File: src/rtl/mux_sel_pipe.sv
// Registered N:1 operand selector with a one-entry valid/ready output stage.
// Flags out-of-range selects and counts accepted beats for bring-up.
module mux_sel_pipe #(
  parameter int WIDTH  = 64,
  parameter int NUM_IN = 4,
  parameter int SEL_W  = 2,
  parameter int CNT_W  = 16
) (
  input  logic                    clk,
  input  logic                    rst,
  input  logic                    in_valid,
  output logic                    in_ready,
  input  logic [SEL_W-1:0]        sel,
  input  logic [NUM_IN*WIDTH-1:0] data_in,
  output logic                    out_valid,
  input  logic                    out_ready,
  output logic [WIDTH-1:0]        out_data,
  output logic [SEL_W-1:0]        out_sel,
  output logic                    sel_err,
  output logic [CNT_W-1:0]        beat_cnt
);

  generate
    if (NUM_IN < 2 || NUM_IN > 16) begin : g_bad_num_in
      $error("mux_sel_pipe: NUM_IN must be in 2..16");
    end
    if ((1 << SEL_W) < NUM_IN) begin : g_bad_sel_w
      $error("mux_sel_pipe: SEL_W too narrow for NUM_IN");
    end
  endgenerate

  logic                r_valid;
  logic [WIDTH-1:0]    r_data;
  logic [SEL_W-1:0]    r_sel;
  logic                r_err;
  logic [CNT_W-1:0]    r_cnt;

  logic [WIDTH-1:0]    w_sel_data;
  logic                w_oor;
  logic                w_accept;

  // Unmatched select values fall through to zero data.
  always_comb begin
    w_sel_data = '0;
    for (int k = 0; k < NUM_IN; k++) begin
      if (sel == SEL_W'(k)) w_sel_data = data_in[k*WIDTH +: WIDTH];
    end
  end

  assign w_oor    = ({{(32-SEL_W){1'b0}}, sel} >= 32'(NUM_IN));
  assign in_ready = !r_valid || out_ready;
  assign w_accept = in_valid && in_ready;

  always_ff @(posedge clk or posedge rst) begin
    if (rst) begin
      r_valid <= 1'b0;
      r_data  <= '0;
      r_sel   <= '0;
      r_err   <= 1'b0;
      r_cnt   <= '0;
    end else begin
      if (w_accept) begin
        r_valid <= 1'b1;
        r_data  <= w_sel_data;
        r_sel   <= sel;
        r_err   <= w_oor;
        r_cnt   <= r_cnt + CNT_W'(1);
      end else if (out_ready) begin
        // Drain only clears valid; payload fields are left as-is.
        r_valid <= 1'b0;
      end
    end
  end

  assign out_valid = r_valid;
  assign out_data  = r_data;
  assign out_sel   = r_sel;
  assign sel_err   = r_err;
  assign beat_cnt  = r_cnt;

endmodule
File: config.mk
export PLATFORM = sky130hd
export DESIGN_NAME = mux_sel_pipe
export DESIGN_NICKNAME = d
export VERILOG_FILES = /design/src/rtl/mux_sel_pipe.sv
export SDC_FILE = /design/constraint.sdc
export NUM_CORES = 1
export LEC_CHECK = 0
export BUFFER_PORTS_ARGS = -buffer_cell sky130_fd_sc_hd__buf_4
export CAP_MARGIN = 5
export CORE_AREA = 2 2 134 136
export CTS_BUF_LIST = sky130_fd_sc_hd__clkbuf_4 sky130_fd_sc_hd__clkbuf_8
export CTS_CLUSTER_DIAMETER = 50
export DETAILED_ROUTE_END_ITERATION = 8
export DIE_AREA = 0 0 136 138
export PLACE_DENSITY_LB_ADDON = 0.3
export SYNTH_ARGS = -nofsm -noshare
export SYNTH_HDL_FRONTEND = slang
export SYNTH_SLANG_ARGS = --single-unit
File: constraint.sdc
create_clock -name clk -period 6.6 [get_ports clk]
set_input_delay 0.66 -clock clk [delete_from_list [all_inputs] [get_ports clk]]
set_output_delay 0.66 -clock clk [all_outputs]
set_load 0.1 [all_outputs]
==> results.json, run 1 <==
{
  "critPathKind": "input port to flip-flop",
  "rrSetupSlack_ns": 4.50,
  "dp_cells": 974,
  "internal-power_w": 0.00103,
  "skew_ns": 0.0138,
  "maxCapViolCount": 0,
  "synth_edf_count": 0,
  "port_buffers": 345,
  "clkTransAtPathRegs_ns": 0.09,
  "num_io_pins": 347,
  "async_flop_share": 1.00,
  "grt-ovfl-total": 0,
  "seq_power_share": 0.311,
  "area_growth_syn_to_layout_pct": 60.7,
  "critPathLaunchType": "input port",
  "clkPwrFrac": 0.165,
  "hold_buffers": 0,
  "numCtsBuffers": 9,
  "rows": 49,
  "fp.dieH_um": 138,
  "drt_iter0_drc": 130,
  "wl_per_cell_um": 16.6,
  "cts_max_level": 3,
  "grt_pass1_wl_um": 25200,
  "power_switching_share": 0.505,
  "grt_max_degree": 69,
  "status": "finished, final reports clean",
  "viasPerCell": 4.60,
  "start_util": 0.273,
  "vias": 4556,
  "core_mm2": 0.0175,
  "synth_area_leaders": "dfrtp_1 (43%), mux4_2 (30%), nand2_1 (16%), xnor2_1 (1.8%), buf_6 (1.4%)",
  "grt_pass1_vias": 4760,
  "synth_nets": 689,
  "ys_seq_elements": 83,
  "ir_drop_uv": 254,
  "arrival_ns": 2.56,
  "grt_util_met1": 0.207,
  "dr.pass1.iters": 4,
  "p_leak_nw": 3.94,
  "ctsResizeCount": 0,
  "syn_area_mm2": 0.00479,
  "die_w_um": 136,
  "cts_tree": "done",
  "setup_tns_ns": 0,
  "drv_slew": 0,
  "yosysSeqAreaShare": 0.434,
  "hp-class": "input port to asynchronous set/reset pin",
  "drive_gt1_frac": 0.573,
  "dieArea_mm2": 0.0188,
  "synth_cell_types": 25,
  "drc": 0,
  "gp_congestion": 0.786,
  "worstMarginPinSlew_ns": 0.896,
  "critPathMaxFanout": 39,
  "worst_setup_path_end_kind": "flip-flop",
  "cts_buffer_depth": 2,
  "syn_area_per_cell_um2": 11.2,
  "gr-max-usage-layer": "met2",
  "p_sw_w": 0.00106,
  "synth_top_area_cell": "dfrtp_1",
  "instances_no_fill": 990,
  "cts_setup_buffers": 0,
  "power_w": 0.00209,
  "rsz0062_at_grt": "false",
  "fmax_ghz": 0.435,
  "use_met3": 0.0436,
  "rr_worst_depth": 5,
  "post-dp-hpwl_um": 12500,
  "clock_latency_ns": 0.37,
  "netlist_instances": 426,
  "antenna_found_initial": 0,
  "power_frac_comb": 0.525,
  "cts_sinks": 83,
  "ant_nets": 0,
  "r2r-end": "beat_cnt[6]",
  "finalWirelength_um": 16400,
  "min_period_ns": 2.30,
  "yosysWarnings": 0,
  "use_met2": 0.307,
  "cts_root_buffer": "clkbuf_8",
  "maxSlewHeadroom": 0.402,
  "required_ns": 6.87,
  "timing.rr.start": "out_valid",
  "num-nets-final": 1019,
  "p_per_area_mw_per_mm2": 272,
  "groute.usage.overall": 0.174,
  "finalSetupViolations": 0,
  "finalHoldViolCount": 0,
  "fin_crit_sh": 0.348,
  "synth_top_flop_cell": "dfrtp_1",
  "diodes": 0,
  "synth_top_area_share": 0.434
}
[critical path, stage by stage]
cell	delay [ns]
buf_4	0.40
buf_4	0.71
mux4_2	0.59
nand2_1	0.09
nand2_1	0.06
[power groups by stage]
stage                     registers [W]  logic (W)  clock network (W)
after detailed placement       0.000658    0.00111                  0
after floorplan                 0.00125   0.000200                  0
after global placement         0.000658    0.00110                  0
final                          0.000650    0.00110           0.000344
after global routing           0.000662    0.00114           0.000378
after CTS                      0.000651    0.00111           0.000360
[metrics by stage]
step / util / setup slack (ns) / area [µm²] / hold slack [ns]
final: 0.439 / 4.30 / 7700 / 0.374
after global routing: 0.439 / 4.08 / 7700 / 0.408
after CTS: 0.439 / 4.24 / 7700 / 0.376
after detailed placement: 0.429 / 3.83 / 7520 / 0.463
after global placement: 0.429 / 3.85 / 7520 / 0.457
after floorplan: - / 3.80 / 4790 / 0.768
[cells by family after synthesis]
family	share of synthesized area
other cells	0.000783
fa+ha+maj	0.00261
buf+inv	0.0394
flops	0.434
simple gates	0.195
mux	0.301
xor+xnor	0.0274
[worst max path at each step]
stage                       from           end
final                     sel[0]  out_data[18]
after global routing      sel[0]  out_data[37]
after CTS                 sel[0]  out_data[27]
after detailed placement  sel[0]  out_data[18]
after global placement    sel[0]  out_data[32]
after floorplan              rst   beat_cnt[0]
[layer usage]
| layer | up-vias | wire [µm] |
|---|---|---|
| li1 | 2132 | - |
| met4 | 0 | 254 |
| met3 | 18 | 1140 |
| met1 | 2216 | 6450 |
| met2 | 190 | 8580 |
| met5 | - | 0 |
[synthesized netlist by cell type, types with 2 or more instances]
master    instances
nand2_1         204
dfrtp_1          83
mux4_2           64
buf_2            13
xnor2_1          10
buf_1             6
buf_6             6
nand4_1           5
nor3_1            5
xor2_1            5
clkbuf_1          4
and2_1            3
inv_1             3
nand3_1           3
nand2b_1          2
[layout make-up]
cell class,count,area [µm²]
clock inverter,7,51.3
multi-input combinational,310,2530
tap,229,287
timing repair buffer,349,2620
sequential,83,2080
fill,1732,9830
clock buffer,9,124
inverter,3,12.5
[placed cells by master (no fill, tap or decap), types with 3 or more instances in the layout]
cell | Yosys | routed
nand3_1 | 3 | 3
xnor2_1 | 10 | 10
buf_4 | 1 | 349
mux4_2 | 64 | 64
nand2_1 | 204 | 203
dfrtp_1 | 83 | 83
clkinv_2 | 0 | 3
xor2_1 | 5 | 5
nor3_1 | 5 | 5
clkbuf_8 | 0 | 9
nand4_1 | 5 | 5
[registers in the layout (all words and copies together), names as in the netlist]
| signal | flops |
|---|---|
| beat_cnt | 16 |
| out_valid | 1 |
| out_data | 64 |
| out_sel | 2 |
(Power assumes the default switching activity.)
==> inputs of run 2 (changes only) <==
Clock period 6.6 ns to 1.95 ns, I/O delays scaled along.
==> results.json, run 2 (same netlist as run 1, synthesis figures left out) <==
{
  "status": "finished, final reports clean",
  "cts_sinks": 83,
  "fill_cells": 1756,
  "worstMarginPinSlew_ns": 0.581,
  "finalWirelength_um": 17100,
  "dpl_cell_area_mm2": 0.00768,
  "p_sw_w": 0.00355,
  "worstPathCellList": "nand2b_4 -> and2_2 -> nand4_1 -> xnor2_1",
  "rsz0062_at_grt": "false",
  "crit_family": "simple AND/OR/NAND/NOR gates",
  "seq_power_share": 0.302,
  "cts_tree": "done",
  "critPathKind": "flip-flop to flip-flop",
  "maxCapViolCount": 0,
  "max_stage_delay_ns": 0.44,
  "core_mm2": 0.0175,
  "critPathLaunchType": "flip-flop",
  "clkPwrFrac": 0.181,
  "num-nets-final": 1026,
  "internal-power_w": 0.00373,
  "hold_buffers": 1,
  "p_leak_nw": 4.02,
  "grt_max_degree": 39,
  "min_period_ns": 1.44,
  "num_io_pins": 347,
  "viasPerCell": 4.61,
  "drt_iter0_drc": 147,
  "rows": 49,
  "maxSlewHeadroom": 0.612,
  "arrival_ns": 1.69,
  "grt-ovfl-total": 0,
  "die_w_um": 136,
  "antenna_found_initial": 0,
  "wl_per_cell_um": 17.2,
  "diodes": 0,
  "clock_latency_ns": 0.37,
  "finalSetupViolations": 0,
  "grt_pass1_vias": 4936,
  "ant_nets": 0,
  "skew_ns": 0.0164,
  "drv_slew": 0,
  "dp_slack_ns": 0.461,
  "p_per_area_mw_per_mm2": 922,
  "port_buffers": 345,
  "worst_setup_path_end_kind": "flip-flop",
  "timing.rr.start": "out_valid",
  "fin_hold_ws_ns": 0.0664,
  "hold_depth": 2,
  "setup_ws_ns": 0.512,
  "fin_crit_sh": 0.737,
  "rrSetupSlack_ns": 0.51,
  "setup_tns_ns": 0,
  "numCtsBuffers": 9,
  "ir_drop_uv": 839,
  "critPathMaxFanout": 17,
  "vias": 4598,
  "min_to": "out_valid",
  "cts_root_buffer": "clkbuf_8",
  "power_frac_comb": 0.516,
  "dieArea_mm2": 0.0188,
  "start_util": 0.273,
  "cts_max_level": 3,
  "rr_worst_depth": 4,
  "final_cell_mix": "buf_4 (347), nand2_1 (203), dfrtp_1 (79)",
  "layout_commonest_cell": "buf_4",
  "drc": 0,
  "fmax_ghz": 0.696,
  "fin_util": 0.450,
  "finalHoldViolCount": 0,
  "area_growth_syn_to_layout_pct": 64.8,
  "drive_gt1_frac": 0.581,
  "largest_reg_flops": 64,
  "cp_num_buf_inv": 0,
  "cts_setup_buffers": 0,
  "postLayoutCellArea_mm2": 0.00790,
  "r2r-end": "beat_cnt[8]",
  "hp-start": "in_valid",
  "dr.pass1.iters": 4,
  "clkTransAtPathRegs_ns": 0.09,
  "grt_pass1_wl_um": 26200,
  "hp-class": "input port to flip-flop",
  "post-dp-hpwl_um": 13600,
  "power_switching_share": 0.488,
  "ctsResizeCount": 0,
  "groute.usage.overall": 0.183,
  "fp.dieH_um": 138,
  "gp_congestion": 0.824,
  "required_ns": 2.20,
  "cts_buffer_depth": 2,
  "slowest_stage": "and2_2"
}
run 2: changes by cell type in the layout (fill, tap and decap cells not counted), sizes merged:
cell,previous run,this run
dlygate4sd3,0,1
clkinvlp,2,3
inv,4,2
buf,349,355
bufinv,0,1
clkinv,4,1
clkbuf,9,12
run 2: how the worst max path moves through the flow:
stage           startpoint  depth (start not counted)  slack (ns)           to
2_1_floorplan  beat_cnt[0]                          3        0.03  beat_cnt[5]
3_3_place_gp     out_valid                          5        0.49  out_data[7]
3_5_place_dp     out_valid                          4        0.46  beat_cnt[8]
4_1_cts          out_valid                          4        0.45  beat_cnt[8]
5_1_grt          out_valid                          4        0.39  beat_cnt[8]
6_report         out_valid                          4        0.51  beat_cnt[8]
run 2: metal layers:
metal	track usage	part of all wire	up-vias
met5	0	0	-
met2	0.309	0.50	211
met3	0.0543	0.084	36
met1	0.214	0.39	2209
met4	0.0789	0.029	0
li1	-	-	2142
run 2: stage by stage:
stage / total power [W] / cells
after CTS: 0.00737 / 997
after global placement: 0.00599 / 980
after detailed placement: 0.00602 / 980
after global routing: 0.00759 / 997
final: 0.00728 / 997
after floorplan: 0.00491 / 426
run 2: layout make-up:
type,count,area [µm²],area share
flip-flops and latches,83,2080,0.264
multi-input cells,310,2530,0.321
repair buffers,356,2780,0.352
clock buffers,12,153,0.0193
well taps,229,287,0.0363
inverters,3,15.0,0.00190
clock inverters,4,50.0,0.00634
run 2: power by group through the flow:
stage | sequential, W | combinational (W) | clock (W)
after floorplan | 0.00423 | 0.000678 | 0
after global placement | 0.00223 | 0.00376 | 0
after detailed placement | 0.00223 | 0.00379 | 0
after CTS | 0.00220 | 0.00379 | 0.00137
after global routing | 0.00224 | 0.00391 | 0.00144
final | 0.00220 | 0.00376 | 0.00132
